File: src/rtl/uart_ctrl_pkg.sv
// Shared types and sizes for the UART transmit scheduler and its arbiter.
// Round-robin tie-breaking is enabled by defining UART_TX_SCHED_RR_EN.
package uart_ctrl_pkg;

  localparam int NUM_REQ = 2;
  localparam int CNT_W   = 2;
  localparam int GAP_W   = 8;

  typedef enum logic [2:0] {
    IDLE,
    SEND,
    WAIT_BUSY,
    WAIT_DONE,
    GAP
  } state_e;

endpackage

File: src/rtl/tx_rr_arbiter.sv
// Two-way requester arbiter for the transmit scheduler.
// UART_TX_SCHED_RR_EN selects round-robin ties; otherwise requester 0 always wins ties.
module tx_rr_arbiter
  import uart_ctrl_pkg::*;
(
  input  logic               clk,
  input  logic               reset_n,
  input  logic [NUM_REQ-1:0] req_i,
  input  logic               accept_i,
  output logic               grant_valid_o,
  output logic               grant_id_o
);

  // prio_q names the requester that wins when both are pending
  logic prio_q;
  logic prio_d;

  always_comb begin
    grant_valid_o = |req_i;
    if (req_i[0] && req_i[1]) begin
      grant_id_o = prio_q;
    end else begin
      grant_id_o = req_i[1];
    end
  end

  always_comb begin
`ifdef UART_TX_SCHED_RR_EN
    prio_d = accept_i ? ~grant_id_o : prio_q;
`else
    prio_d = accept_i ? 1'b0 : prio_q;
`endif
  end

  always_ff @(posedge clk or negedge reset_n) begin
    if (!reset_n) begin
      prio_q <= 1'b0;
    end else begin
      prio_q <= prio_d;
    end
  end

endmodule

File: src/rtl/uart_tx_sched.sv
// Schedules 1..4 byte words from two requesters onto a single byte transmitter, LSB first.
// Define UART_TX_SCHED_RR_EN for round-robin arbitration instead of fixed priority.
module uart_tx_sched
  import uart_ctrl_pkg::*;
#(
  parameter int IFG_CYCLES = 0
) (
  input  logic        clk,
  input  logic        reset_n,
  input  logic        req0_valid,
  input  logic [31:0] req0_data,
  input  logic [1:0]  req0_len,
  output logic        req0_ready,
  input  logic        req1_valid,
  input  logic [31:0] req1_data,
  input  logic [1:0]  req1_len,
  output logic        req1_ready,
  output logic        tx_start,
  output logic [7:0]  sdata,
  input  logic        tx_busy,
  output logic        sched_busy,
  output logic        grant_id
);

  localparam logic [GAP_W-1:0] GAP_LAST = GAP_W'(IFG_CYCLES - 1);

  state_e             state_q, state_d;
  logic [31:0]        word_q, word_d;
  logic [CNT_W-1:0]   cnt_q, cnt_d;
  logic [GAP_W-1:0]   gap_q, gap_d;
  logic               tx_start_q, tx_start_d;
  logic [7:0]         sdata_q, sdata_d;
  logic [NUM_REQ-1:0] ready_q, ready_d;
  logic               busy_q, busy_d;
  logic               grant_q, grant_d;

  logic arbValid;
  logic arbId;
  logic accept;

  assign accept = (state_q == IDLE) && !tx_busy && arbValid;

  tx_rr_arbiter u_arb (
    .clk          (clk),
    .reset_n      (reset_n),
    .req_i        ({req1_valid, req0_valid}),
    .accept_i     (accept),
    .grant_valid_o(arbValid),
    .grant_id_o   (arbId)
  );

  // Outputs are derived from the next state so they line up with the registered state
  always_comb begin
    state_d = state_q;
    word_d  = word_q;
    cnt_d   = cnt_q;
    gap_d   = gap_q;
    grant_d = grant_q;
    ready_d = '0;

    case (state_q)
      IDLE: begin
        if (accept) begin
          state_d = SEND;
          word_d  = arbId ? req1_data : req0_data;
          cnt_d   = arbId ? req1_len : req0_len;
          grant_d = arbId;
          ready_d = arbId ? 2'b10 : 2'b01;
        end
      end
      SEND: begin
        state_d = WAIT_BUSY;
      end
      WAIT_BUSY: begin
        if (tx_busy) begin
          state_d = WAIT_DONE;
        end
      end
      WAIT_DONE: begin
        if (!tx_busy) begin
          if (cnt_q != '0) begin
            word_d = word_q >> 8;
            cnt_d  = cnt_q - 1'b1;
            if (IFG_CYCLES > 0) begin
              state_d = GAP;
              gap_d   = '0;
            end else begin
              state_d = SEND;
            end
          end else begin
            state_d = IDLE;
          end
        end
      end
      GAP: begin
        if (gap_q == GAP_LAST) begin
          state_d = SEND;
          gap_d   = '0;
        end else begin
          gap_d = gap_q + 1'b1;
        end
      end
      default: begin
        state_d = IDLE;
      end
    endcase

    tx_start_d = (state_d == SEND);
    sdata_d    = (state_d == SEND) ? word_d[7:0] : sdata_q;
    busy_d     = (state_d != IDLE);
  end

  always_ff @(posedge clk or negedge reset_n) begin
    if (!reset_n) begin
      state_q    <= IDLE;
      word_q     <= '0;
      cnt_q      <= '0;
      gap_q      <= '0;
      tx_start_q <= 1'b0;
      sdata_q    <= '0;
      ready_q    <= '0;
      busy_q     <= 1'b0;
      grant_q    <= 1'b0;
    end else begin
      state_q    <= state_d;
      word_q     <= word_d;
      cnt_q      <= cnt_d;
      gap_q      <= gap_d;
      tx_start_q <= tx_start_d;
      sdata_q    <= sdata_d;
      ready_q    <= ready_d;
      busy_q     <= busy_d;
      grant_q    <= grant_d;
    end
  end

  assign req0_ready = ready_q[0];
  assign req1_ready = ready_q[1];
  assign tx_start   = tx_start_q;
  assign sdata      = sdata_q;
  assign sched_busy = busy_q;
  assign grant_id   = grant_q;

endmodule

File: config.mk
export PLATFORM = sky130hd
export DESIGN_NAME = uart_tx_sched
export DESIGN_NICKNAME = d
export VERILOG_FILES = /design/src/rtl/uart_ctrl_pkg.sv /design/src/rtl/tx_rr_arbiter.sv /design/src/rtl/uart_tx_sched.sv
export SDC_FILE = /design/constraint.sdc
export NUM_CORES = 1
export LEC_CHECK = 0
export BUFFER_PORTS_ARGS = -buffer_cell sky130_fd_sc_hd__buf_2
export CORE_AREA = 4 4 89 91
export DETAILED_ROUTE_END_ITERATION = 7
export DIE_AREA = 0 0 93 95
export PLACE_DENSITY = 0.68
export SETUP_SLACK_MARGIN = 0.05
export SYNTH_ARGS = -nofsm -noshare
export SYNTH_HDL_FRONTEND = slang
export SYNTH_SLANG_ARGS = --single-unit
File: constraint.sdc
create_clock -name clk -period 2.3 [get_ports clk]
set_input_delay 0.23 -clock clk [delete_from_list [all_inputs] [get_ports clk]]
set_output_delay 0.23 -clock clk [all_outputs]
set_load 0.02 [all_outputs]
=== After elaboration in Yosys (flattened, before gate mapping) ===
Index checks and enable logic that the tools add are counted.

* Register bits after elaboration: 58
* Input port bits: 73
* Logic and storage cells: 53

* Add/subtract/negate cells: 2
* Equal/unequal tests: 9
* Mux-type cells: 21
* Reduce and logical (&&, ||, !) cells: 11

{| class="wikitable"
|+ Operator list
! operator !! count
|-
| $mux 32 || 4
|-
| $pmux 32 s2 || 1
|-
| $pmux 3 s5 || 1
|-
| $mux 2 || 7
|-
| $mux 3 || 4
|-
| $add 8x1->8 const B || 1
|-
| $eq 8x8->1 const B || 1
|-
| $mux 8 || 1
|-
| $eq 3x1->1 const B || 2
|-
| $eq 3x2->1 const B || 2
|-
| $ne 2x2->1 const B || 2
|-
| $pmux 2 s2 || 1
|-
| $reduce_and 4->1 || 1
|-
| $reduce_bool 2->1 || 2
|-
| $eq 3x3->1 const B || 1
|-
| $logic_and 1x1->1 || 3
|-
| $logic_not 3->1 || 1
|-
| $reduce_bool 3->1 || 1
|-
| $mux 1 || 2
|-
| $ne 2x1->1 const B || 1
|-
| $reduce_and 2->1 || 1
|-
| $reduce_or 2->1 || 1
|-
| $sub 2x1->2 const B || 1
|-
| $logic_not 1->1 || 1
|}

=== Logic depth before layout (Yosys ltp) ===
* Depth after elaboration: 6
* Gate-level depth with buffers: 9

=== By module ===
A second synthesis with hierarchy kept.

* Cell total of the unflattened synthesis: 241
* Area, all modules: 2,820.2 sq um

{| class="wikitable"
|+ By module, submodules not included
! module !! instances !! cells each !! area an instance (sq um) !! seq. area each (sq um)
|-
| uart_tx_sched || 1 || 239 || 2,807.7 || 1,451.4
|-
| tx_rr_arbiter || 1 || 2 || 12.5 || 0.0
|}

=== Worst setup path after synthesis ===
Ideal clock, no wire load.

* Path type: register to register
* From: register gap_q[0]
* To: register sdata_q[0] (netlist: sdata[0])
* Library setup time: 0.125 ns
* Arrival time: 1.833 ns
* Required time: 2.175 ns
* Slack: 0.342 ns
* Cell stages (with the launch flop): 7
* Buffers on the path: 1
* Cells stage by stage: dfrtp_1 ha_1 clkbuf_2 and4_1 a21oi_1 a311oi_4 mux2_2

* Longest elaborated chain between the ends: 4

{| class="wikitable"
|+ RTL lines
! what !! RTL line !! RTL
|-
| start: declaration || uart_tx_sched.sv:30 || <nowiki>logic [GAP_W-1:0] gap_q, gap_d;</nowiki>
|-
| start signal: assignment || uart_tx_sched.sv:128 || <nowiki>gap_q <= gap_d;</nowiki>
|-
| $eq 8x8->1 || uart_tx_sched.sv:96 || <nowiki>if (gap_q == GAP_LAST) begin</nowiki>
|-
| $mux 3 || uart_tx_sched.sv:96 ||
|-
| $pmux 3 s5 || uart_tx_sched.sv:61 || <nowiki>case (state_q)</nowiki>
|-
| via state_d[2] || uart_tx_sched.sv:27 || <nowiki>state_e state_q, state_d;</nowiki>
|-
| $eq 3x1->1 || n/a ||
|-
| via tx_start_d || uart_tx_sched.sv:31 || <nowiki>logic tx_start_q, tx_start_d;</nowiki>
|-
| end signal: assignment || uart_tx_sched.sv:130 || <nowiki>sdata_q <= sdata_d;</nowiki>
|-
| end: declaration || uart_tx_sched.sv:32 || <nowiki>logic [7:0] sdata_q, sdata_d;</nowiki>
|}

The timed path passes the listed nets, and every way through them passes these cells.
A chain may end at the register's enable or synchronous reset.

=== Worst setup path in the final report ===
* From: register gap_q[1]
* To: register sdata_q[3] (netlist: sdata[3])

Same word-level chain as after synthesis.

==> results.ini <==
[global_routing]
grt_pass1_wl_mm=10.8
antenna_found_initial=0
grt_usage_pct=15.6
grt_pass1_vias=2231
grt_max_degree=42
grt_overflow=0

[logic_synthesis]
yosysSeqAreaShare_pct=51.7
yosysUniqueCellTypes=40
netlist_instances=265
yosysWarnings=0
synth_seq_cells=58
netlist_area_sq_mm=0.00281
syn-mean-instance-area_sq_um=10.6
synthesis.nets=340

[place]
io_buffer_count=85
place_congestion=0.884
detailedPlace.worstSlack_ps=248
hpwl_mm=4.86

[timing]
fmax_mhz=483
relSlewSlack_pct=41.5
fin_ws_ps=229
slew_viol_final=0
min_period_ps=2070
fin_setup_tns_ps=0
worst_pin_slew_ps=877
period_share_pct=90.0
finalHoldViolCount=0
rsz0062_at_grt=no
setup_viol_count_final=0
worst_clock_skew_ps=11.8

[worst_setup_path]
required_ps=2520
slowest_stage=dfrtp_1
crit_path_start_kind=flip-flop
crit_path_max_incr_delay_ps=430
cp_cell_sequence=ha_1 > and4_1 > a21oi_1 > a311oi_4 > buf_4 > mux2_2
path_max_fanout=9
end_kind=flip-flop
crit_arrival_ps=2300
critPathKind=reg2reg

[clock_network]
clk_latency_ps=340
root_buffer=clkbuf_8
clockBufferDepth=2
cts_resized=0
clk_pin_slew_ps=70
numCtsBuffers=9
cts_tree=yes
postCtsSetupBuffers=0
cts_max_level=3
ctsHoldBuffers=0
cts.sinks=58

[floorplanning]
die_height_um=95
die_w_um=93
core_area_sq_mm=0.00714
start_util_pct=39.3
ioPinCount=86
core.rowCount=31
die-area_sq_mm=0.00884

[status]
outcome=completed

[drt]
drt-wirelength-per-cell_um=14.2
vias=2314
dr.pass1.iters=4
routed_via_density=5.06
postRouteAntennaNets=0
drt_iter0_markers=138
drc=0
drt_wl_total_mm=6.50

[pwr]
total_power_w=0.00395
sw_frac_of_total_pct=32.0
combPwrFrac_pct=31.6
p_seq_share_pct=39.8
ir_worst_vdd_uv=377
p_per_area_mw_per_mm2=1090
leakage_nw=1.76
power.switching_w=0.00126
p_clk_share_pct=28.6
internal-power_w=0.00268

[finish]
area_delta_synth_final_pct=28.5
antenna_cells=0
drive_above_1_share_pct=35.8
nNetsFinal=428
fill_cells=665

[run]
max_cap_viol_count=0

[min_path]
hold_class=in2async

-- synth_stat cells, drive strengths merged --
cell type  instances  area (sq um)
a21o               1          7.51
a21oi             17          85.1
a221o             17           170
a22o               3          26.3
a2bb2oi            1          8.76
a311oi             1          26.3
a31oi              1          6.26
a32oi              1          8.76
a41o               1          10.0
and2               2          12.5
and3               4          25.0
and3b              1          8.76
and4               1          8.76
buf                8          37.5
clkbuf             9          35.0
dfrtp             58          1450
ha                 2          25.0
inv                9          33.8
mux2              11           124
mux2i             17           170
nand2             47           176
nand2b             1          6.26
nand3              8          40.0
nand4              2          12.5
nor2               4          15.0
nor2b              3          18.8
nor3               1          5.00
nor3b              1          7.51
nor4               1          12.5
o21ai             16          83.8
o221ai             7          61.3
o2bb2ai            1          15.0
o31ai              2          15.0
or3                1          6.26
or3b               1          11.3
or4                1          11.3
xnor2              3          26.3
-- routing by layer --
| layer | vias to the layer above | wire length (um) | part of all wire (%) | global-route usage (%) |
|---|---|---|---|---|
| met5 | - | 0 | 0 | 0 |
| met4 | 0 | 125 | 1.9 | 6.72 |
| met3 | 11 | 493 | 7.6 | 3.90 |
| met2 | 88 | 2920 | 45 | 23.8 |
| met1 | 1069 | 2960 | 46 | 21.0 |
| li1 | 1146 | - | - | - |
-- power groups by stage --
stage	clock, W	sequential (W)	combinational [W]
final	0.00113	0.00157	0.00125
after global routing	0.00119	0.00161	0.00139
after global placement	0	0.00157	0.00122
after detailed placement	0	0.00159	0.00126
after CTS	0.00115	0.00157	0.00126
after floorplan	0	0.00165	0.000771
-- worst paths after layout --
check	startpoint	to	slack, ps	cells past startpoint
max	gap_q[1]	sdata[3]	230	6
min	reset_n	sdata[3]	7	1
max reg2reg	gap_q[1]	sdata[3]	230	6
min reg2reg	gap_q[6]	gap_q[6]	470	1
max in group asynchronous	reset_n	gap_q[5]	1600	2
min in group clk	req0_data[23]	word_q[23]	140	2
-- stage by stage --
step                      instance area (sq um)  hold slack (ps)  instances  utilization, %
after floorplan                            2810            -65.6        265               -
after global placement                     3360              399        441            47.1
after detailed placement                   3360              397        441            47.1
after CTS                                  3610             32.1        457            50.5
after global routing                       3610             74.2        457            50.5
final                                      3610             6.74        457            50.5
-- critical path, delay by kind of cell (launching register included) --
family | cells | cell delay (ps)
compound gates | 2 | 430
fa+ha+maj | 1 | 310
buf+inv | 1 | 220
flops | 1 | 430
mux | 1 | 350
simple gates | 1 | 220
-- layout make-up --
cell class,instances,area [sq um],area share (%)
multi-input combinational,181,1260,35.0
tap,99,124,3.44
timing repair buffer,94,493,13.7
inverter,9,33.8,0.937
sequential,58,1450,40.2
clock buffer,10,128,3.54
clock inverter,6,115,3.19
-- layout by cell type, fill, tap and decap left out, drive strengths merged, types with 2 or more instances in the layout --
cell type,count
a22o,3
o21ai,16
mux2,11
clkbuf,10
o31ai,2
nor2,4
a221o,17
and3,4
mux2i,17
nand2,47
bufinv,3
a21oi,17
inv,9
buf,94
ha,2
o221ai,7
xnor2,3
nand3,8
nor2b,3
clkinv,2
and2,2
dfrtp,58
nand4,2
-- sequential cells by signal, indices dropped and copies added (netlist names) --
name        cells
tx_start        1
sdata           8
cnt_q           2
word_q         32
sched_busy      1
ready_q         2
gap_q           8
grant_id        1
state_q         3
-- kinds of logic (layout without fill, tap and decap cells) --
logic type,count (synthesis),after routing,synth area share (%)
and+or+nand+nor,79,79,13.5
AOI/OAI and AO/OA,69,69,18.7
DFF,58,58,51.7
muxes,28,28,10.5
buffers and inverters,26,119,3.79
xor gates and xnor gates,3,3,0.937
adders and majority gates,2,2,0.892
Note: power is estimated with default switching activity, not from simulation.
